[src/rtl/hazard_unit_pkg.sv]
// Shared pipeline-control constants for the MIPS hazard logic: sentinel codes
// from the decoder and the forward-mux select encoding.
package cpu_defs;

  localparam logic [3:0] TUSE_NONE = 4'd15;
  localparam logic [3:0] TNEW_NONE = 4'd15;
  localparam int         TNEW_MAX  = 3;

  typedef enum logic [1:0] {
    FWD_NONE = 2'd0,
    FWD_E    = 2'd1,
    FWD_M    = 2'd2,
    FWD_W    = 2'd3
  } fwd_sel_e;

endpackage

[src/rtl/hz_stage_rec.sv]
// Shadow record of one pipeline stage {a3, tnew, rs, rt}; tnew counts down as
// the instruction advances and a bubble loads an empty record.
module hz_stage_rec
  import cpu_defs::*;
#(
  parameter int REG_AW = 5,
  parameter int IN_W   = 2
) (
  input  logic              clk,
  input  logic              reset,
  input  logic              bubble_i,
  input  logic [REG_AW-1:0] a3_i,
  input  logic [IN_W-1:0]   tnew_i,
  input  logic [REG_AW-1:0] rs_i,
  input  logic [REG_AW-1:0] rt_i,
  output logic [REG_AW-1:0] a3_o,
  output logic [1:0]        tnew_o,
  output logic [REG_AW-1:0] rs_o,
  output logic [REG_AW-1:0] rt_o
);

  logic [REG_AW-1:0] a3_q, a3_d;
  logic [REG_AW-1:0] rs_q, rs_d;
  logic [REG_AW-1:0] rt_q, rt_d;
  logic [1:0]        tnew_q, tnew_d;
  logic [1:0]        tnewLoad;
  logic [IN_W-1:0]   tnewDec;

  assign tnewDec = (tnew_i == '0) ? '0 : tnew_i - IN_W'(1);

  // Wide decoder codes are clamped so the record fits in two bits.
  if (IN_W > 2) begin : gClamp
    assign tnewLoad = (tnewDec > IN_W'(TNEW_MAX)) ? 2'(TNEW_MAX) : tnewDec[1:0];
  end else begin : gDirect
    assign tnewLoad = tnewDec[1:0];
  end

  always_comb begin
    a3_d   = a3_i;
    tnew_d = tnewLoad;
    rs_d   = rs_i;
    rt_d   = rt_i;
    if (bubble_i) begin
      a3_d   = '0;
      tnew_d = 2'd0;
      rs_d   = '0;
      rt_d   = '0;
    end
  end

  always_ff @(posedge clk) begin
    if (reset) begin
      a3_q   <= '0;
      tnew_q <= 2'd0;
      rs_q   <= '0;
      rt_q   <= '0;
    end else begin
      a3_q   <= a3_d;
      tnew_q <= tnew_d;
      rs_q   <= rs_d;
      rt_q   <= rt_d;
    end
  end

  assign a3_o   = a3_q;
  assign tnew_o = tnew_q;
  assign rs_o   = rs_q;
  assign rt_o   = rt_q;

endmodule

[src/rtl/hazard_unit.sv]
// Stall and forwarding controller for the 5-stage MIPS pipeline, driven by the
// decoder's Tuse/Tnew codes and shadow records of the E, M and W stages.
module hazard_unit
  import cpu_defs::*;
#(
  parameter int REG_AW = 5,
  parameter int T_W    = 4
) (
  input  logic              clk,
  input  logic              reset,
  input  logic [REG_AW-1:0] d_rs,
  input  logic [REG_AW-1:0] d_rt,
  input  logic [REG_AW-1:0] d_a3,
  input  logic [T_W-1:0]    d_tuse_rs,
  input  logic [T_W-1:0]    d_tuse_rt,
  input  logic [T_W-1:0]    d_tnew,
  output logic              stall,
  output logic [1:0]        fwd_d_rs,
  output logic [1:0]        fwd_d_rt,
  output logic [1:0]        fwd_e_rs,
  output logic [1:0]        fwd_e_rt,
  output logic [1:0]        fwd_m_rt
);

  logic [REG_AW-1:0] eA3, mA3, wA3;
  logic [REG_AW-1:0] eRs, eRt, mRs, mRt, wRs, wRt;
  logic [1:0]        eTnew, mTnew, wTnew;
  logic              dKill;
  logic [REG_AW-1:0] dA3Eff;
  logic [T_W-1:0]    dTnewEff;
  logic              unusedWOps;

  function automatic logic regHit(input logic [REG_AW-1:0] src,
                                  input logic [REG_AW-1:0] dst);
    return (src != '0) && (src == dst);
  endfunction

  function automatic logic needsStall(input logic hit, input logic [1:0] tnew,
                                      input logic [T_W-1:0] tuse);
    return hit && (tuse != T_W'(TUSE_NONE)) && (T_W'(tnew) > tuse);
  endfunction

  // Nearest matching stage wins; it forwards only once its result is ready.
  function automatic logic [1:0] pickFwd(input logic hitE, input logic hitM,
                                         input logic hitW, input logic [1:0] tnE,
                                         input logic [1:0] tnM, input logic [1:0] tnW);
    logic [1:0] sel;
    sel = FWD_NONE;
    if (hitE)      sel = (tnE == 2'd0) ? FWD_E : FWD_NONE;
    else if (hitM) sel = (tnM == 2'd0) ? FWD_M : FWD_NONE;
    else if (hitW) sel = (tnW == 2'd0) ? FWD_W : FWD_NONE;
    return sel;
  endfunction

  assign dKill    = (d_tnew == T_W'(TNEW_NONE));
  assign dA3Eff   = dKill ? '0 : d_a3;
  assign dTnewEff = dKill ? '0 : d_tnew;

  hz_stage_rec #(.REG_AW(REG_AW), .IN_W(T_W)) uRecE (
    .clk(clk), .reset(reset), .bubble_i(stall),
    .a3_i(dA3Eff), .tnew_i(dTnewEff), .rs_i(d_rs), .rt_i(d_rt),
    .a3_o(eA3), .tnew_o(eTnew), .rs_o(eRs), .rt_o(eRt)
  );

  hz_stage_rec #(.REG_AW(REG_AW), .IN_W(2)) uRecM (
    .clk(clk), .reset(reset), .bubble_i(1'b0),
    .a3_i(eA3), .tnew_i(eTnew), .rs_i(eRs), .rt_i(eRt),
    .a3_o(mA3), .tnew_o(mTnew), .rs_o(mRs), .rt_o(mRt)
  );

  hz_stage_rec #(.REG_AW(REG_AW), .IN_W(2)) uRecW (
    .clk(clk), .reset(reset), .bubble_i(1'b0),
    .a3_i(mA3), .tnew_i(mTnew), .rs_i(mRs), .rt_i(mRt),
    .a3_o(wA3), .tnew_o(wTnew), .rs_o(wRs), .rt_o(wRt)
  );

  // W's operand fields complete the record but nothing downstream reads them.
  assign unusedWOps = ^{wRs, wRt};

  assign stall = needsStall(regHit(d_rs, eA3), eTnew, d_tuse_rs)
               | needsStall(regHit(d_rs, mA3), mTnew, d_tuse_rs)
               | needsStall(regHit(d_rt, eA3), eTnew, d_tuse_rt)
               | needsStall(regHit(d_rt, mA3), mTnew, d_tuse_rt);

  assign fwd_d_rs = pickFwd(regHit(d_rs, eA3), regHit(d_rs, mA3), regHit(d_rs, wA3),
                            eTnew, mTnew, wTnew);
  assign fwd_d_rt = pickFwd(regHit(d_rt, eA3), regHit(d_rt, mA3), regHit(d_rt, wA3),
                            eTnew, mTnew, wTnew);
  assign fwd_e_rs = pickFwd(1'b0, regHit(eRs, mA3), regHit(eRs, wA3),
                            eTnew, mTnew, wTnew);
  assign fwd_e_rt = pickFwd(1'b0, regHit(eRt, mA3), regHit(eRt, wA3),
                            eTnew, mTnew, wTnew);
  assign fwd_m_rt = pickFwd(1'b0, 1'b0, regHit(mRt, wA3),
                            eTnew, mTnew, wTnew);

endmodule

[config.mk]
export PLATFORM = sky130hd
export DESIGN_NAME = hazard_unit
export DESIGN_NICKNAME = d
export VERILOG_FILES = /design/src/rtl/hazard_unit_pkg.sv /design/src/rtl/hz_stage_rec.sv /design/src/rtl/hazard_unit.sv
export SDC_FILE = /design/constraint.sdc
export NUM_CORES = 1
export LEC_CHECK = 0
export CELL_PAD_IN_SITES_DETAIL_PLACEMENT = 0
export CELL_PAD_IN_SITES_GLOBAL_PLACEMENT = 1
export CORE_ASPECT_RATIO = 2
export CORE_MARGIN = 4
export CORE_UTILIZATION = 40
export CTS_CLUSTER_DIAMETER = 80
export CTS_CLUSTER_SIZE = 8
export DETAILED_ROUTE_END_ITERATION = 8
export PLACE_DENSITY = 0.78
export SYNTH_ARGS = -nofsm -noshare
export SYNTH_HDL_FRONTEND = slang
export SYNTH_SLANG_ARGS = --single-unit
[constraint.sdc]
create_clock -name clk -period 3.7 [get_ports clk]
set_input_delay 0.74 -clock clk [delete_from_list [all_inputs] [get_ports clk]]
set_output_delay 0.74 -clock clk [all_outputs]
set_load 0.05 [all_outputs]
==> impl_metrics.json <==
{
  "die_y_um": 113.6,
  "finish.utilization": 0.5330,
  "netlist.top_cell.by_area": "dfxtp_1",
  "synth.net_count": 272,
  "gp_congestion": 0.8317,
  "reg2reg_depth": 7,
  "grt.overflow.total": 0,
  "portBuffers": 39,
  "ant_nets": 0,
  "p_comb_frac": 0.216,
  "p_clk_frac": 0.412,
  "syn_area_um2": 2232,
  "rows": 38,
  "yosysSeqAreaShare": 0.3229,
  "area_growth_pct": 29.43,
  "synthArstFlopShare": 0,
  "fill_cells": 524,
  "postSynthRegisterBits": 36,
  "wl_um": 5281,
  "worstPathCellList": "clkdlybuf4s50_1 > or4_4 > o211ai_2 > nor3_1 > or4_4 > buf_4",
  "io_pins": 40,
  "r2r_start": "uRecM.tnew_o[1]",
  "antenna_found_initial": 0,
  "startpoint": "d_rs[1]",
  "path_class": "in2out",
  "drt-wirelength-per-cell_um": 15.95,
  "postCtsResizedCells": 0,
  "first_global_vias": 1823,
  "worst_pin_slew_ps": 494.6,
  "viasPerCell": 5.184,
  "synth_warnings": 0,
  "setup_tns_ps": 0,
  "cts_tree": "done",
  "h-tree-depth": 2,
  "register_area_um2": 720.7,
  "cts_root_buf": "clkbuf_8",
  "cp_max_fo": 3,
  "syn_inst": 233,
  "vias": 1716,
  "core_um2": 5420,
  "multi_input_area_um2": 1398,
  "cp_data_arrival_time_ps": 2770,
  "first_pass_iters": 4,
  "ys.flop_type": "dfxtp_1",
  "slowest_stage": "or4_4",
  "layout-drive-gt1-share": 0.1734,
  "cts.sink_count": 36,
  "hold_buffers": 0,
  "reg2reg_slack_ps": 1580,
  "clk_pin_slew_ps": 70,
  "clock_path_buffers": 2,
  "min_path_type": "reg2reg",
  "hold_viol": 0,
  "synth_area_leaders": "dfxtp_1 32%, xnor2_1 15%, xor2_1 5.9%",
  "n_antenna_cell": 0,
  "cts_setup_buffers": 0,
  "timing.rr.end": "uRecE.tnew_o[0]",
  "dpl.hpwl_um": 4224,
  "crit_top_cell": "or4_4",
  "die_area_um2": 6912,
  "cpPeakStageDelay_ps": 570,
  "grt_pass1_wl_um": 8914,
  "skew_ps": 3.632,
  "nNetsFinal": 309,
  "cts-buffers-inserted": 5,
  "initial_core_util": 0.4118,
  "power.switching_mw": 0.2960,
  "die_w_um": 60.82,
  "finalCriticalPeriod_ps": 3506,
  "power_density_nw_per_um2": 405.3,
  "vdd_drop_max_mv": 0.2879,
  "rsz0062_at_grt": "false",
  "clkLatencyLatePin_ps": 290,
  "leakagePower_nw": 1.116,
  "yosysMostFrequentCell": "xnor2_1",
  "synthTopCellsByCount": "39 x xnor2_1, 36 x dfxtp_1, 19 x nor2b_1, 15 x xor2_1",
  "drtIter0Drc": 30,
  "slew_viol_final": 0,
  "synth_edf_count": 0,
  "max_cap_viol_count": 0,
  "endpoint": "stall",
  "setup_viol": 0,
  "drc": 0,
  "synth_cell_types": 37,
  "p_int_mw": 0.8749,
  "status": "finished clean",
  "p_sw_frac": 0.2528,
  "netlist.area_leader.share": 0.3229,
  "synth_area_per_cell_um2": 9.580,
  "seqPwrFrac": 0.372,
  "cp-end-kind": "primary output",
  "cp_data_required_time_ps": 2960,
  "cp-start-kind": "input pin",
  "max_slew_margin": 0.6692,
  "fin_crit_sh": 0.9477,
  "grt_max_degree": 37,
  "whs_path_depth": 1,
  "fmax_mhz": 285.2,
  "grtUsageTotal": 0.1749
}
[cells by family after synthesis]
logic type	after synthesis	share of synthesized area
AO/OA/AOI/OAI	21	0.07343
XOR/XNOR	54	0.2119
adder cells (fa/ha/maj)	10	0.05605
buffers and inverters	27	0.05381
flip-flops	36	0.3229
multiplexers	2	0.01009
AND/OR/NAND/NOR	83	0.2719
[worst min-delay path by stage]
stage | end | startpoint | slack (ps)
detailed placement | uRecW.tnew_o[0] | uRecM.tnew_o[0] | 420
CTS | uRecW.tnew_o[0] | uRecM.tnew_o[0] | 430
global route | uRecW.tnew_o[0] | uRecM.tnew_o[0] | 440
floorplan | uRecM.tnew_o[0] | uRecE.tnew_o[0] | 390
global placement | uRecW.tnew_o[0] | uRecM.tnew_o[0] | 410
finish | uRecW.tnew_o[0] | uRecM.tnew_o[0] | 430
[registers in the layout, indices dropped and copies added (netlist names)]
register and flops:
uRecM.a3_o 5, uRecW.a3_o 5, uRecE.rt_o 5, uRecE.a3_o 5, uRecM.rt_o 5, uRecE.rs_o 5
uRecE.tnew_o 2, uRecW.tnew_o 2, uRecM.tnew_o 2
[power groups by stage]
| stage | Clock [mW] | Sequential [mW] | Combinational [mW] |
|---|---|---|---|
| CTS | 0.489 | 0.436 | 0.256 |
| floorplan | 0 | 0.429 | 0.171 |
| global placement | 0 | 0.445 | 0.253 |
| global route | 0.505 | 0.438 | 0.279 |
| detailed placement | 0 | 0.445 | 0.255 |
| finish | 0.483 | 0.435 | 0.253 |
[routing by layer]
layer / track usage / share of wire
met1: 0.1789 / 0.35
met2: 0.3360 / 0.61
met3: 0.02492 / 0.021
met4: 0.06223 / 0.017
met5: 0 / 0
[worst max-delay path, delay by kind of cell]
family	cells	cell delay, ps
simple gates	3	1200
buf+inv	2	630
compound gates	1	200
[stage by stage]
stage	cell area, um^2	std cells	power [mW]	worst slack, ps	hold WS (ps)
2_1_floorplan	2238	233	0.6005	449.0	391.2
3_3_place_gp	2730	323	0.6983	193.1	411.1
3_5_place_dp	2730	323	0.6996	186.2	416.2
4_1_cts	2889	331	1.181	183.7	427.3
5_1_grt	2889	331	1.222	113.8	436.0
6_report	2889	331	1.171	193.7	428.0
[layout make-up]
class                           instances  share of cell area
Clock buffer                            5             0.02382
Clock inverter                          3             0.03118
Inverter                                7            0.009095
Multi-Input combinational cell        170              0.4838
Sequential cell                        36              0.2495
Tap cell                               60             0.02599
Timing Repair Buffer                   50              0.1767
[placed cells by master (no fill, tap or decap), types with 5 or more instances in the layout]
cell type and n:
clkdlybuf4s50_1 34, dfxtp_1 36, nor2_1 9, inv_1 7
nor2b_1 19, nor3b_2 9, xor2_1 15, nor3_1 14
a211oi_1 6, nor4b_2 5, ha_1 10, buf_4 12
xnor2_1 39, clkbuf_8 5
Power figures use the tool's default switching activity.
